<file path="src/rtl/reg_writeback.sv">
// Register-file writer: merges execute and memory-stage results into an in-order
// queue, retires one write per cycle, and maintains the LC-3b N/Z/P condition codes.
module reg_writeback #(
    parameter int DEPTH = 4,
    parameter int WIDTH = 16
) (
    input  logic             clk,
    input  logic             rst,

    input  logic             ex_valid,
    input  logic [2:0]       ex_dr,
    input  logic [WIDTH-1:0] ex_data,
    input  logic             ex_set_cc,
    output logic             ex_ready,

    input  logic             mem_valid,
    input  logic [2:0]       mem_dr,
    input  logic [WIDTH-1:0] mem_data,
    input  logic             mem_set_cc,
    output logic             mem_ready,

    output logic             rf_we,
    output logic [2:0]       rf_dr,
    output logic [WIDTH-1:0] rf_data,

    output logic             cc_n,
    output logic             cc_z,
    output logic             cc_p,

    output logic [7:0]       pending
);

    localparam int PW = (DEPTH > 1) ? $clog2(DEPTH) : 1;
    localparam int CW = PW + 1;

    typedef logic [PW-1:0] ptr_t;
    typedef logic [CW-1:0] cnt_t;

    logic [2:0]       dr_q     [DEPTH];
    logic [WIDTH-1:0] data_q   [DEPTH];
    logic [DEPTH-1:0] setcc_q;

    ptr_t head;
    ptr_t tail;
    cnt_t count;
    cnt_t free_slots;

    logic mem_acc;
    logic ex_acc;
    logic pop;
    ptr_t ex_slot;

    logic             head_cc;
    logic [WIDTH-1:0] head_data;

    // Credit is based on registered count only; a same-cycle pop does not free a slot.
    assign free_slots = cnt_t'(DEPTH) - count;
    assign mem_ready  = (free_slots >= cnt_t'(1));
    assign ex_ready   = mem_valid ? (free_slots >= cnt_t'(2)) : (free_slots >= cnt_t'(1));

    assign mem_acc = mem_valid & mem_ready;
    assign ex_acc  = ex_valid & ex_ready;

    // Memory stage holds the older instruction, so it always takes the tail slot.
    assign ex_slot = tail + ptr_t'(mem_acc);

    assign head_data = data_q[head];
    assign head_cc   = setcc_q[head];

    assign rf_we   = (count != '0) & ~rst;
    assign rf_dr   = dr_q[head];
    assign rf_data = head_data;
    assign pop     = rf_we;

    always_ff @(posedge clk) begin
        if (mem_acc) begin
            dr_q[tail]    <= mem_dr;
            data_q[tail]  <= mem_data;
            setcc_q[tail] <= mem_set_cc;
        end
        if (ex_acc) begin
            dr_q[ex_slot]    <= ex_dr;
            data_q[ex_slot]  <= ex_data;
            setcc_q[ex_slot] <= ex_set_cc;
        end
    end

    always_ff @(posedge clk) begin
        if (rst) begin
            head  <= '0;
            tail  <= '0;
            count <= '0;
            cc_n  <= 1'b0;
            cc_z  <= 1'b1;
            cc_p  <= 1'b0;
        end else begin
            head  <= head + ptr_t'(pop);
            tail  <= tail + ptr_t'(mem_acc) + ptr_t'(ex_acc);
            count <= count + cnt_t'(mem_acc) + cnt_t'(ex_acc) - cnt_t'(pop);
            if (pop && head_cc) begin
                cc_n <= head_data[WIDTH-1];
                cc_z <= (head_data == '0);
                cc_p <= ~head_data[WIDTH-1] & (head_data != '0);
            end
        end
    end

    // Walk the occupied slots starting at head; duplicates keep the bit set.
    always_comb begin
        pending = '0;
        for (int unsigned i = 0; i < DEPTH; i++) begin
            if (cnt_t'(i) < count) begin
                pending[dr_q[head + ptr_t'(i)]] = 1'b1;
            end
        end
    end

endmodule

</file>
<file path="config.mk">
export PLATFORM = sky130hd
export DESIGN_NAME = reg_writeback
export DESIGN_NICKNAME = d
export VERILOG_FILES = /design/src/rtl/reg_writeback.sv
export SDC_FILE = /design/constraint.sdc
export NUM_CORES = 1
export LEC_CHECK = 0
export ABC_CLOCK_PERIOD_IN_PS = 3170
export CAP_MARGIN = 20
export CORE_MARGIN = 2
export CORE_UTILIZATION = 49
export DETAILED_ROUTE_END_ITERATION = 8
export GPL_TIMING_DRIVEN = 0
export PLACE_DENSITY = 0.72
export SETUP_SLACK_MARGIN = 0.1
export SYNTH_ARGS = -nofsm -noshare
export SYNTH_HDL_FRONTEND = slang
export SYNTH_SLANG_ARGS = --single-unit
export TNS_END_PERCENT = 10
</file>
<file path="constraint.sdc">
create_clock -name clk -period 3.17 [get_ports clk]
set_input_delay 0.7925 -clock clk [delete_from_list [all_inputs] [get_ports clk]]
set_output_delay 0.7925 -clock clk [all_outputs]
set_load 0.01 [all_outputs]
</file>
==> flow_summary.yaml, run 1 <==
placement:
  hpwl_um: 8100
  dpl.cell_count: 540
  io_buffers: 75
  place_congestion: 0.905
sta:
  period_share_pct: 98.8
  slew_violations: 0
  fmax_mhz: 319
  rsz0062_at_grt: "yes"
  tightestPinTransition_ns: 0.580
  clock_skew_ns: 0.0107
  max-slew-margin-rel_pct: 61.2
  setup_viol: 0
  post-route-min-period_ns: 3.13
  report.final.hold_viol_count: 0
cells_and_area:
  utilization_pct: 66.1
  drive_gt1_share_pct: 28.8
  final_cells: 584
  num_antenna_cells: 0
  syn_to_final_growth_pct: 33.2
  fin_nets: 499
floorplanning:
  core_area_mm2: 0.0102
  fp.dieArea_mm2: 0.0111
  fp.dieH_um: 106
  die_x_um: 106
  initial_core_util_pct: 49.6
  io_pins: 77
  num_rows: 37
detailed_routing:
  drc: 0
  routed_via_density: 5.88
  vias: 3433
  routedWlPerCell_um: 21.7
  drtIter0Drc: 302
  firstDrtPassIters: 4
  ant_nets: 0
  routed_wl_um: 12700
pwr:
  power_frac_clock_pct: 12.1
  cellPowerDensity_mw_per_mm2: 989
  internal_power_mw: 4.23
  p_comb_share_pct: 57.2
  power_frac_seq_pct: 30.7
  leakagePower_nw: 2.32
  p_sw_mw: 2.43
  peakVddDrop_uv: 456
  swShare_pct: 36.4
clocking:
  cts.clk_slew.worst_paths_ns: 0.10
  cts_tree: "yes"
  cts_sinks: 90
  cts-hold-fix-buffers: 0
  cts_htree_levels: 3
  cts_buffers: 9
  insertion_delay_ns: 0.36
  clock_path_buffers: 2
  cts-root-buf: "clkbuf_8"
worst_setup_path:
  critPathMaxStageDelay_ns: 0.56
  path_class: "flip-flop to output port"
  crit_fanout: 10
  crit_slowest_cell: "mux4_2"
  start_kind: "flip-flop"
  cp_cell_sequence: "buf_12 -> mux4_2 -> a21boi_2 -> a22oi_1 -> o221ai_1 -> clkdlybuf4s15_2"
  reg2reg_depth: 13
  endpoint_kind: "output port"
  arrival_ns: 2.34
  required_ns: 2.38
hold_path:
  worstHoldPathType: "flip-flop to flip-flop"
  min_path_cells: 2
global_route:
  grt_pass1_wl_um: 19800
  grt_overflow: 0
  grt_max_degree: 20
  antenna_found_initial: 0
  grt_pass1_vias: 3565
  grt_use_total_pct: 23.8
synthesis:
  synthCells: 328
  synth_seq_area_share_pct: 50.7
  syn_area_per_cell_um2: 15.4
  synth_top_area_share_pct: 45.2
  synth_enable_flop_cells: 76
  yosysWarnings: 0
  synth_fp_nets: 384
  yosys-top-cells-area: "edfxtp_1 45%, mux2_1 18%, mux4_2 12%"
  ys_dominant_reg_cell: "edfxtp_1"
  yosys.cell_types.count: 42
  ys_seq_elements: 90
  netlist_area_mm2: 0.00505
  yosysMostFrequentCell: "mux2_1"
  synth_top_area_cell: "edfxtp_1"
  synth_common_cells: "82 x mux2_1, 76 x edfxtp_1, 28 x mux4_2"
  synthArstFlopShare_pct: 0
job:
  max_cap_viol_count: 0
run_status:
  status: "complete, no violations"
-- final timing paths --
check | startpoint | endpoint | slack, ns
hold / removal | cc_z | cc_z | 0.47
setup / recovery | head[0] | pending[3] | 0.04
setup reg to reg | count[0] | dr_q[0][0] | 0.10
hold reg to reg | cc_z | cc_z | 0.47
-- through the flow --
stage	power [mW]	setup slack [ns]	instance area (um2)	TNS, ns	hold slack, ns
2_1_floorplan	3.97	0.0202	5070	0	0.467
3_3_place_gp	5.15	-0.546	5990	-49.96	0.440
3_5_place_dp	5.24	-0.553	6010	-51.46	0.450
4_1_cts	6.41	-0.0326	6550	-0.308	0.462
5_1_grt	7.03	-0.00809	6730	-0.00809	0.503
6_report	6.66	0.0394	6730	0	0.470
-- power groups by stage --
| stage | registers (mW) | logic (mW) | clock network (mW) |
|---|---|---|---|
| 2_1_floorplan | 2.00 | 1.97 | 0 |
| 3_3_place_gp | 2.04 | 3.11 | 0 |
| 3_5_place_dp | 2.06 | 3.19 | 0 |
| 4_1_cts | 2.04 | 3.57 | 0.810 |
| 5_1_grt | 2.09 | 4.09 | 0.860 |
| 6_report | 2.04 | 3.81 | 0.805 |
-- metal layers --
metal | vias up | wire length [um] | GRT usage [%]
li1 | 1559 | - | -
met1 | 1739 | 5270 | 30.6
met2 | 110 | 6600 | 40.4
met3 | 25 | 504 | 3.46
met4 | 0 | 305 | 9.87
met5 | - | 0 | 0
-- registers in the layout, indices dropped and copies added (netlist names) --
signal and count:
cc_p 1, dr_q 12, cc_n 1, count 3, setcc_q 4, data_q 64, cc_z 1, head 2
tail 2
-- area by class of cell --
cell class / instances / area (um2)
Buffer: 17 / 216
Inverter: 9 / 43.8
Clock buffer: 9 / 124
Fill cell: 745 / 3450
Timing Repair Buffer: 101 / 981
Clock inverter: 7 / 76.3
Multi-Input combinational cell: 215 / 2540
Sequential cell: 90 / 2570
Tap cell: 136 / 170
-- cell usage in the layout, fill, tap and decap left out, types with 3 or more instances in the layout --
| cell | n |
|---|---|
| mux2_1 | 82 |
| dfxtp_1 | 10 |
| inv_1 | 5 |
| buf_6 | 11 |
| nor4_2 | 3 |
| mux4_2 | 28 |
| nand2_1 | 5 |
| nand2b_1 | 6 |
| ha_1 | 7 |
| nand2_8 | 3 |
| clkbuf_8 | 9 |
| o221ai_1 | 8 |
| buf_2 | 4 |
| buf_4 | 21 |
| nor2_1 | 8 |
| dfxtp_4 | 3 |
| clkdlybuf4s15_2 | 5 |
| nand4b_1 | 4 |
| clkdlybuf4s50_1 | 66 |
| ha_4 | 3 |
| nand4_1 | 4 |
| a22oi_1 | 4 |
| buf_12 | 5 |
| edfxtp_1 | 76 |
| nand2_4 | 3 |
| nor2b_1 | 10 |
-- worst max-delay path, delay by kind of cell, from the launching register on --
kind                   cells  cell delay (ns)
multiplexers               1             0.56
AO/OA/AOI/OAI              3             0.63
flip-flops                 1             0.39
buffers and inverters      2             0.41
-- logic make-up (layout without fill, tap and decap cells) --
| group | count (synthesis) | after routing | synth area share (%) |
|---|---|---|---|
| compound gates | 24 | 24 | 3.67 |
| xor+xnor | 5 | 5 | 0.867 |
| buf+inv | 26 | 143 | 2.75 |
| mux | 115 | 115 | 31.9 |
| fa+ha+maj | 12 | 12 | 3.27 |
| flops | 90 | 90 | 50.7 |
| simple gates | 56 | 59 | 6.81 |
-- timing repair --
action / in CTS / in global routing
setup endpoints to repair: 173 / 169
gates cloned: 6 / 1
gates resized for setup: 79 / 21
setup buffers: 9 / 12
pin swaps: 10 / 7
Power figures use the tool's default switching activity.
==> run 2: changes to the inputs <==
- CORE_MARGIN: 2 -> 4
==> run 2 against run 1 <==
  * Clock skew up 0.0077 ns
  * Highest routed layer unchanged
  * Register-to-register slack better by 0.05 ns
  * Largest power group unchanged
  * Final cell count up 0.34%
  * First-iteration DRC count down 34%
==> flow_summary.yaml, run 2 (synthesis results as in run 1) <==
run_status:
  status: "complete, no violations"
sta:
  tns_ns: 0
  setup_viol: 0
  period_share_pct: 95.8
  fmax_mhz: 329
  post-route-min-period_ns: 3.04
  rsz0062_at_grt: "yes"
  clock_skew_ns: 0.0184
  max-slew-margin-rel_pct: 65.5
  report.final.hold_viol_count: 0
  tightestPinTransition_ns: 0.515
  slew_violations: 0
clocking:
  cts_tree: "yes"
  cts-hold-fix-buffers: 0
  cts_sinks: 90
  insertion_delay_ns: 0.37
  cts_htree_levels: 3
  cts.clk_slew.worst_paths_ns: 0.09
  clock_path_buffers: 2
  cts_buffers: 9
  cts-root-buf: "clkbuf_8"
floorplanning:
  die_x_um: 110
  fp.dieArea_mm2: 0.0120
  initial_core_util_pct: 51.0
  core_area_mm2: 0.00991
  num_rows: 36
  fp.dieH_um: 110
  io_pins: 77
cells_and_area:
  final_cells: 586
  num_antenna_cells: 0
  final_common_cell: "mux2_1"
  design_area_mm2: 0.00676
  syn_to_final_growth_pct: 33.7
  final_cell_mix: "82 x mux2_1, 76 x edfxtp_1, 65 x clkdlybuf4s50_1"
  fin_nets: 505
  largest_reg_flops: 64
  regMostFlops: "data_q"
  drive_gt1_share_pct: 30.2
  largestRegisters: "data_q: 64 flops, dr_q: 12 flops, setcc_q: 4 flops"
detailed_routing:
  firstDrtPassIters: 7
  routed_via_density: 5.81
  routedWlPerCell_um: 22.2
  vias: 3405
  drc: 0
  drtIter0Drc: 198
  routed_wl_um: 13000
  ant_nets: 0
pwr:
  peakVddDrop_uv: 411
  finalPower_mw: 6.66
  cellPowerDensity_mw_per_mm2: 986
  leakagePower_nw: 2.34
global_route:
  grt_use_total_pct: 21.8
  grt_pass1_wl_um: 19000
  grt_max_degree: 20
  grtUsageMet2_pct: 37.8
  antenna_found_initial: 0
  grt_pass1_vias: 3432
  grt-busiest-layer: "met2"
  grt_use_met1_pct: 27.9
  grt_use_met3_pct: 2.82
  grt_overflow: 0
worst_setup_path:
  path_class: "flip-flop to output port"
  arrival_ns: 2.24
  endpoint_kind: "output port"
  critPathLaunch: "head[0]"
  start_kind: "flip-flop"
  crit_fanout: 8
  required_ns: 2.38
  reg2reg_from: "count[1]"
hold_path:
  worstHoldPathType: "flip-flop to flip-flop"
  hold_path.startpoint: "cc_z"
placement:
  place_congestion: 0.872
  placed_cell_area_mm2: 0.00600
  dpl.cell_count: 537
  io_buffers: 75
  hpwl_um: 8340
job:
  max_cap_viol_count: 0
-- run 2: cell types whose count changed in the layout (fill, tap and decap cells not counted), moves of 2 or more --
cell / before / now
clkdlybuf4s15_1: 0 / 2
clkbuf_2: 0 / 2
clkdlybuf4s15_2: 5 / 1
buf_4: 21 / 26
clkbuf_4: 0 / 2
clkinv_4: 2 / 0
-- run 2: path summary, 6_finish.rpt --
kind,end,slack [ns],cells past startpoint
min reg2reg,cc_z,0.46,2
max,pending[6],0.13,7
min,cc_z,0.46,2
max reg2reg,data_q[0][10],0.15,13
-- run 2: power by group --
| part | internal, mW | switching [mW] | total (mW) | leakage (nW) |
|---|---|---|---|---|
| Sequential | 1.87 | 0.177 | 2.05 | 0.824 |
| Combinational | 2.04 | 1.86 | 3.90 | 1.43 |
| Clock | 0.290 | 0.430 | 0.720 | 0.0840 |
-- run 2: critical path, cell delays in order (launching register included) --
cell,delay (ns)
dfxtp_4,0.39
buf_12,0.14
mux4_2,0.53
buf_4,0.16
nor3_4,0.22
a32oi_1,0.10
o221ai_1,0.08
clkdlybuf4s15_1,0.27
-- run 2: metrics by stage --
stage          setup WS [ns]  utilization (%)  hold slack (ns)
2_1_floorplan         0.0202                -            0.467
3_3_place_gp          -0.506             60.4            0.441
3_5_place_dp          -0.477             60.6            0.447
4_1_cts              0.00964             65.7            0.461
5_1_grt               0.0255             68.2            0.475
6_report               0.134             68.2            0.456
-- run 2: area by class of cell --
class                   instances  area, um2
flip-flops and latches         90       2570
repair buffers                108       1030
multi-input cells             214       2560
clock buffers                   9        124
inverters                       9       41.3
well taps                     133        166
fillers                       716       3150
plain buffers                  17        208
clock inverters                 6       48.8
-- run 2: metal layers --
layer | share of wire, % | vias up
met1 | 40 | 1693
met2 | 52 | 133
met4 | 1.5 | 0
met5 | 0 | -
met3 | 6.7 | 13
li1 | - | 1566
-- run 2: timing repair --
action	CTS	global route
setup endpoints to repair	173	120
gates resized for setup	83	23
setup buffers	5	22
cloned	4	3
pin swaps	10	6
